<file path="src/rtl/cp0_except_ctrl.sv">
// Exception/interrupt sequencer between the MEM stage and the CP0 register file.
// Captures one event, writes EPC/CAUSE/STATUS over successive cycles, then redirects fetch.
module cp0_except_ctrl #(
  parameter logic [31:0] EXC_VECTOR  = 32'h0000_0020,
  parameter logic [4:0]  ADDR_STATUS = 5'd3,
  parameter logic [4:0]  ADDR_CAUSE  = 5'd4,
  parameter logic [4:0]  ADDR_EPC    = 5'd5
) (
  input  logic        clk,
  input  logic        rst,
  input  logic        valid_i,
  input  logic [31:0] excepttype_i,
  input  logic [31:0] pc_i,
  input  logic        in_delayslot_i,
  input  logic [5:0]  int_i,
  input  logic        timer_int_i,
  input  logic [31:0] status_i,
  input  logic [31:0] cause_i,
  input  logic [31:0] epc_i,
  output logic        cp0_we_o,
  output logic [4:0]  cp0_waddr_o,
  output logic [31:0] cp0_data_o,
  output logic        flush_o,
  output logic        busy_o,
  output logic        redirect_o,
  output logic [31:0] new_pc_o,
  output logic [4:0]  exc_code_o
);

  typedef enum logic [2:0] {
    S_IDLE,
    S_WR_EPC,
    S_WR_CAUSE,
    S_WR_STATUS,
    S_REDIRECT
  } state_t;

  state_t      r_state;
  state_t      w_next;

  logic [31:0] r_pc;
  logic        r_bd;
  logic [31:0] r_status;
  logic [31:0] r_cause;
  logic [5:0]  r_ip;
  logic [4:0]  r_exc_code;
  logic        r_eret;
  logic [31:0] r_new_pc;

  logic [5:0]  w_ip;
  logic        w_int_pend;
  logic        w_event;
  logic        w_is_eret;
  logic [4:0]  w_code;
  logic        w_capture;
  logic [31:0] w_cause_data;
  logic        w_unused_bits;

  assign w_unused_bits = ^{excepttype_i[31:13], excepttype_i[7:0]};

  assign w_ip       = {int_i[5] | timer_int_i, int_i[4:0]};
  assign w_int_pend = ((w_ip & status_i[15:10]) != 6'd0) && status_i[0] && !status_i[1];

  // Fixed priority: interrupt, syscall, invalid, trap, overflow, eret
  always_comb begin
    w_code    = 5'd0;
    w_is_eret = 1'b0;
    w_event   = 1'b1;
    if (w_int_pend)            w_code = 5'd0;
    else if (excepttype_i[8])  w_code = 5'd8;
    else if (excepttype_i[9])  w_code = 5'd10;
    else if (excepttype_i[10]) w_code = 5'd13;
    else if (excepttype_i[11]) w_code = 5'd12;
    else if (excepttype_i[12]) w_is_eret = 1'b1;
    else                       w_event = 1'b0;
  end

  assign w_capture = (r_state == S_IDLE) && valid_i && w_event;

  always_ff @(posedge clk or negedge rst) begin
    if (!rst) begin
      r_state    <= S_IDLE;
      r_pc       <= 32'd0;
      r_bd       <= 1'b0;
      r_status   <= 32'd0;
      r_cause    <= 32'd0;
      r_ip       <= 6'd0;
      r_exc_code <= 5'd0;
      r_eret     <= 1'b0;
      r_new_pc   <= 32'd0;
    end else begin
      r_state <= w_next;
      if (w_capture) begin
        r_pc       <= pc_i;
        r_bd       <= in_delayslot_i;
        r_status   <= status_i;
        r_cause    <= cause_i;
        r_ip       <= w_ip;
        r_exc_code <= w_code;
        r_eret     <= w_is_eret;
        r_new_pc   <= w_is_eret ? epc_i : EXC_VECTOR;
      end
    end
  end

  // A nested exception (EXL already set) keeps the original BD flag
  always_comb begin
    w_cause_data        = r_cause;
    w_cause_data[15:10] = r_ip;
    w_cause_data[6:2]   = r_exc_code;
    if (!r_status[1]) w_cause_data[31] = r_bd;
  end

  always_comb begin
    w_next      = r_state;
    cp0_we_o    = 1'b0;
    cp0_waddr_o = 5'd0;
    cp0_data_o  = 32'd0;
    redirect_o  = 1'b0;
    flush_o     = (r_state != S_IDLE);
    busy_o      = (r_state != S_IDLE);
    case (r_state)
      S_IDLE: begin
        if (w_capture) w_next = w_is_eret ? S_WR_STATUS : S_WR_EPC;
      end
      S_WR_EPC: begin
        if (!r_status[1]) begin
          cp0_we_o    = 1'b1;
          cp0_waddr_o = ADDR_EPC;
          cp0_data_o  = r_bd ? (r_pc - 32'd4) : r_pc;
        end
        w_next = S_WR_CAUSE;
      end
      S_WR_CAUSE: begin
        cp0_we_o    = 1'b1;
        cp0_waddr_o = ADDR_CAUSE;
        cp0_data_o  = w_cause_data;
        w_next      = S_WR_STATUS;
      end
      S_WR_STATUS: begin
        cp0_we_o    = 1'b1;
        cp0_waddr_o = ADDR_STATUS;
        cp0_data_o  = r_eret ? (r_status & ~32'h2) : (r_status | 32'h2);
        w_next      = S_REDIRECT;
      end
      S_REDIRECT: begin
        redirect_o = 1'b1;
        w_next     = S_IDLE;
      end
      default: w_next = S_IDLE;
    endcase
  end

  assign new_pc_o   = r_new_pc;
  assign exc_code_o = r_exc_code;

endmodule

</file>
<file path="config.mk">
export PLATFORM = sky130hd
export DESIGN_NAME = cp0_except_ctrl
export DESIGN_NICKNAME = d
export VERILOG_FILES = /design/src/rtl/cp0_except_ctrl.sv
export SDC_FILE = /design/constraint.sdc
export NUM_CORES = 1
export LEC_CHECK = 0
export CELL_PAD_IN_SITES_DETAIL_PLACEMENT = 1
export CELL_PAD_IN_SITES_GLOBAL_PLACEMENT = 1
export CORE_MARGIN = 3
export CORE_UTILIZATION = 34
export CTS_CLUSTER_SIZE = 28
export DETAILED_ROUTE_END_ITERATION = 10
export GPL_TIMING_DRIVEN = 0
export PLACE_DENSITY_LB_ADDON = 0.1
export SLEW_MARGIN = 10
export SYNTH_ARGS = -nofsm -noshare
export SYNTH_HDL_FRONTEND = slang
export SYNTH_SLANG_ARGS = --single-unit
</file>
<file path="constraint.sdc">
create_clock -name clk -period 4.9 [get_ports clk]
set_input_delay 0.49 -clock clk [delete_from_list [all_inputs] [get_ports clk]]
set_output_delay 0.49 -clock clk [all_outputs]
set_load 0.1 [all_outputs]
</file>
==> impl_metrics.toml <==
[synth]
seq_area_frac_synth = 0.535
synth_cell_types = 56
synth_seq_cells = 132
yosysWarnings = 0
async_reset_ff_frac = 1.00
yosys.area.top_type = "dfrtp_1"
syn_inst = 684
synthTopCellsByArea = "dfrtp_1 54%, nand2_1 17%, a22o_1 4.4%, a22oi_1 3.6%, o21ai_0 3.0%"
synth_ff_type = "dfrtp_1"
syn_area_mm2 = 0.00617
synth_edf_count = 0
syn_avg_cell_area_um2 = 9.02
yosysTopAreaCellShare = 0.535

[sta]
fin_tns_setup_ns = 0
fin_crit_ns = 4.31
hold_viol_final = 0
holdWs_ns = 0.0762
drv_slew = 0
setup_viol = 0
relSlewSlack = 0.306
rsz0062_at_grt = "false"
worstMarginPinSlew_ns = 1.04
fin_crit_sh = 0.879
fmax_mhz = 232
fin_skew_ns = 0.00973

[clock_network]
clockRootBuffer = "clkbuf_16"
cts_buffers = 17
cts_tree = "yes"
hold_buffers = 0
h-tree-depth = 4
cts.sinks = 132
post-cts-setup-buffers = 0
cts.clk_slew.worst_paths_ns = 0.06
cts_buffer_depth = 2
cts-resized-gates = 0
clock_latency_ns = 0.42

[floorplan]
die_h_um = 141
die_area_mm2 = 0.0198
die_w_um = 141
io_pins = 249
initial_core_util = 0.352
num_rows = 48
core_area_mm2 = 0.0175

[routing]
drcViolationCount = 0
routed_via_density = 5.07
routed_wl_um = 23000
drt_iter0_drc = 273
vias = 5829
drt-wirelength-per-cell_um = 20.0
drtPass1Iterations = 4
ant_nets = 0

[setup_path]
rr_endpoint = "r_cause[29]"
reg2reg_slack_ns = 2.41
crit_arrival_ns = 3.82
cp-start-kind = "flop"
critPathMaxFanout = 8
path_cells = "clkbuf_2 -> nor4b_2 -> nand4_1 -> or4_4 -> xor2_1 -> o21ai_1 -> clkdlybuf4s50_1"
required_ns = 4.41
r2r_start = "r_state[0]"
rr_worst_depth = 8
cp_slowest_cell = "clkdlybuf4s50_1"
worst_setup_path_end_kind = "output pin"
max_stage_delay_ns = 1.16
path_class = "flop to output pin"
path_delay_family = "simple AND/OR/NAND/NOR gates"
cp.buffers_inverters = 2

[layout]
layout_commonest_cell = "nand2_1"
num_antenna_cells = 0
final_cells = 1149
nNetsFinal = 1085
most-common-layout-cells = "276 x nand2_1, 206 x clkdlybuf4s50_1, 132 x dfrtp_1"
syn_to_final_growth_pct = 47.9
fill_cells = 2023
drive_gt1_frac = 0.0725

[grt]
grt_pass1_vias = 6707
grt.total_usage = 0.236
antenna_found_initial = 0
grt_max_degree = 71
grt_pass1_wl_um = 36200
overflow = 0

[power_and_ir_drop]
p_leak_nw = 4.16
pwr_density_cell_mw_per_mm2 = 766
finalPower_mw = 6.99
ir_worst_vdd_mv = 0.454

[min_path]
hold_class = "input pin to async pin"

[flow_run]
drv_cap = 0

[place]
dp.cells = 1119
gp_congestion = 0.795
numPortBuffers = 207
dp_hpwl_um = 17000

[outcome]
outcome = "finished, final reports clean"
[synthesized netlist by cell type (9+ instances only)]
| cell | number |
|---|---|
| nand2_1 | 276 |
| dfrtp_1 | 132 |
| inv_1 | 10 |
| nor2_1 | 18 |
| xnor2_1 | 17 |
| buf_2 | 14 |
| clkbuf_1 | 24 |
| a22oi_1 | 30 |
| xor2_1 | 11 |
| o21ai_0 | 37 |
| a22o_1 | 31 |
| nand3_1 | 9 |
[flip-flops by register name (all words and copies together) (netlist names)]
signal,count
r_pc,32
r_status,32
r_eret,1
new_pc_o,32
r_state,3
r_ip,6
r_bd,1
r_cause,21
exc_code_o,4
[layout make-up]
type,count,area [um2],share of cell area
Tap cell,225,282,0.0308
Multi-Input combinational cell,496,2590,0.284
Timing Repair Buffer,208,2100,0.230
Clock inverter,13,143,0.0156
Clock buffer,17,425,0.0466
Sequential cell,132,3300,0.362
Buffer,48,245,0.0269
Inverter,10,37.5,0.00411
[report_power, final]
part	internal (mW)	switching (mW)
Sequential	1.50	0.318
Combinational	1.00	2.92
Clock	0.784	0.469
[through the flow]
step | utilization | setup WS, ns | instance area [um2]
after global routing | 0.521 | 0.396 | 9130
after detailed placement | 0.488 | 1.06 | 8560
after CTS | 0.521 | 0.570 | 9130
after floorplan | - | 0.684 | 6180
final | 0.521 | 0.593 | 9130
after global placement | 0.487 | -1.93 | 8530
[cell families after synthesis]
group,after synthesis,synth area share
other cells,1,0.000608
flops,132,0.535
compound gates,120,0.137
simple gates,343,0.238
fa+ha+maj,1,0.00203
mux,1,0.00182
xor+xnor,28,0.0397
buf+inv,58,0.0458
[worst max path at each step]
stage / endpoint / slack [ns] / cells past startpoint / from
finish: cp0_data_o[23] / 0.59 / 7 / r_bd
global route: cp0_data_o[23] / 0.40 / 7 / r_bd
CTS: cp0_data_o[23] / 0.57 / 7 / r_bd
detailed placement: cp0_data_o[8] / 1.06 / 6 / r_state[1]
global placement: new_pc_o[7] / -1.93 / 1 / rst
floorplan: cp0_data_o[11] / 0.68 / 5 / r_state[1]
[metal layers]
metal  global-route usage  vias to the layer above  part of all wire  wire [um]
met3               0.0773                       11             0.073       1670
met2                0.425                      174              0.52      12000
met5                    0                        -                 0          0
met4               0.0495                        0            0.0086        197
met1                0.274                     2904              0.40       9180
li1                     -                     2740                 -          -
Note: power is estimated with default switching activity, not from simulation.
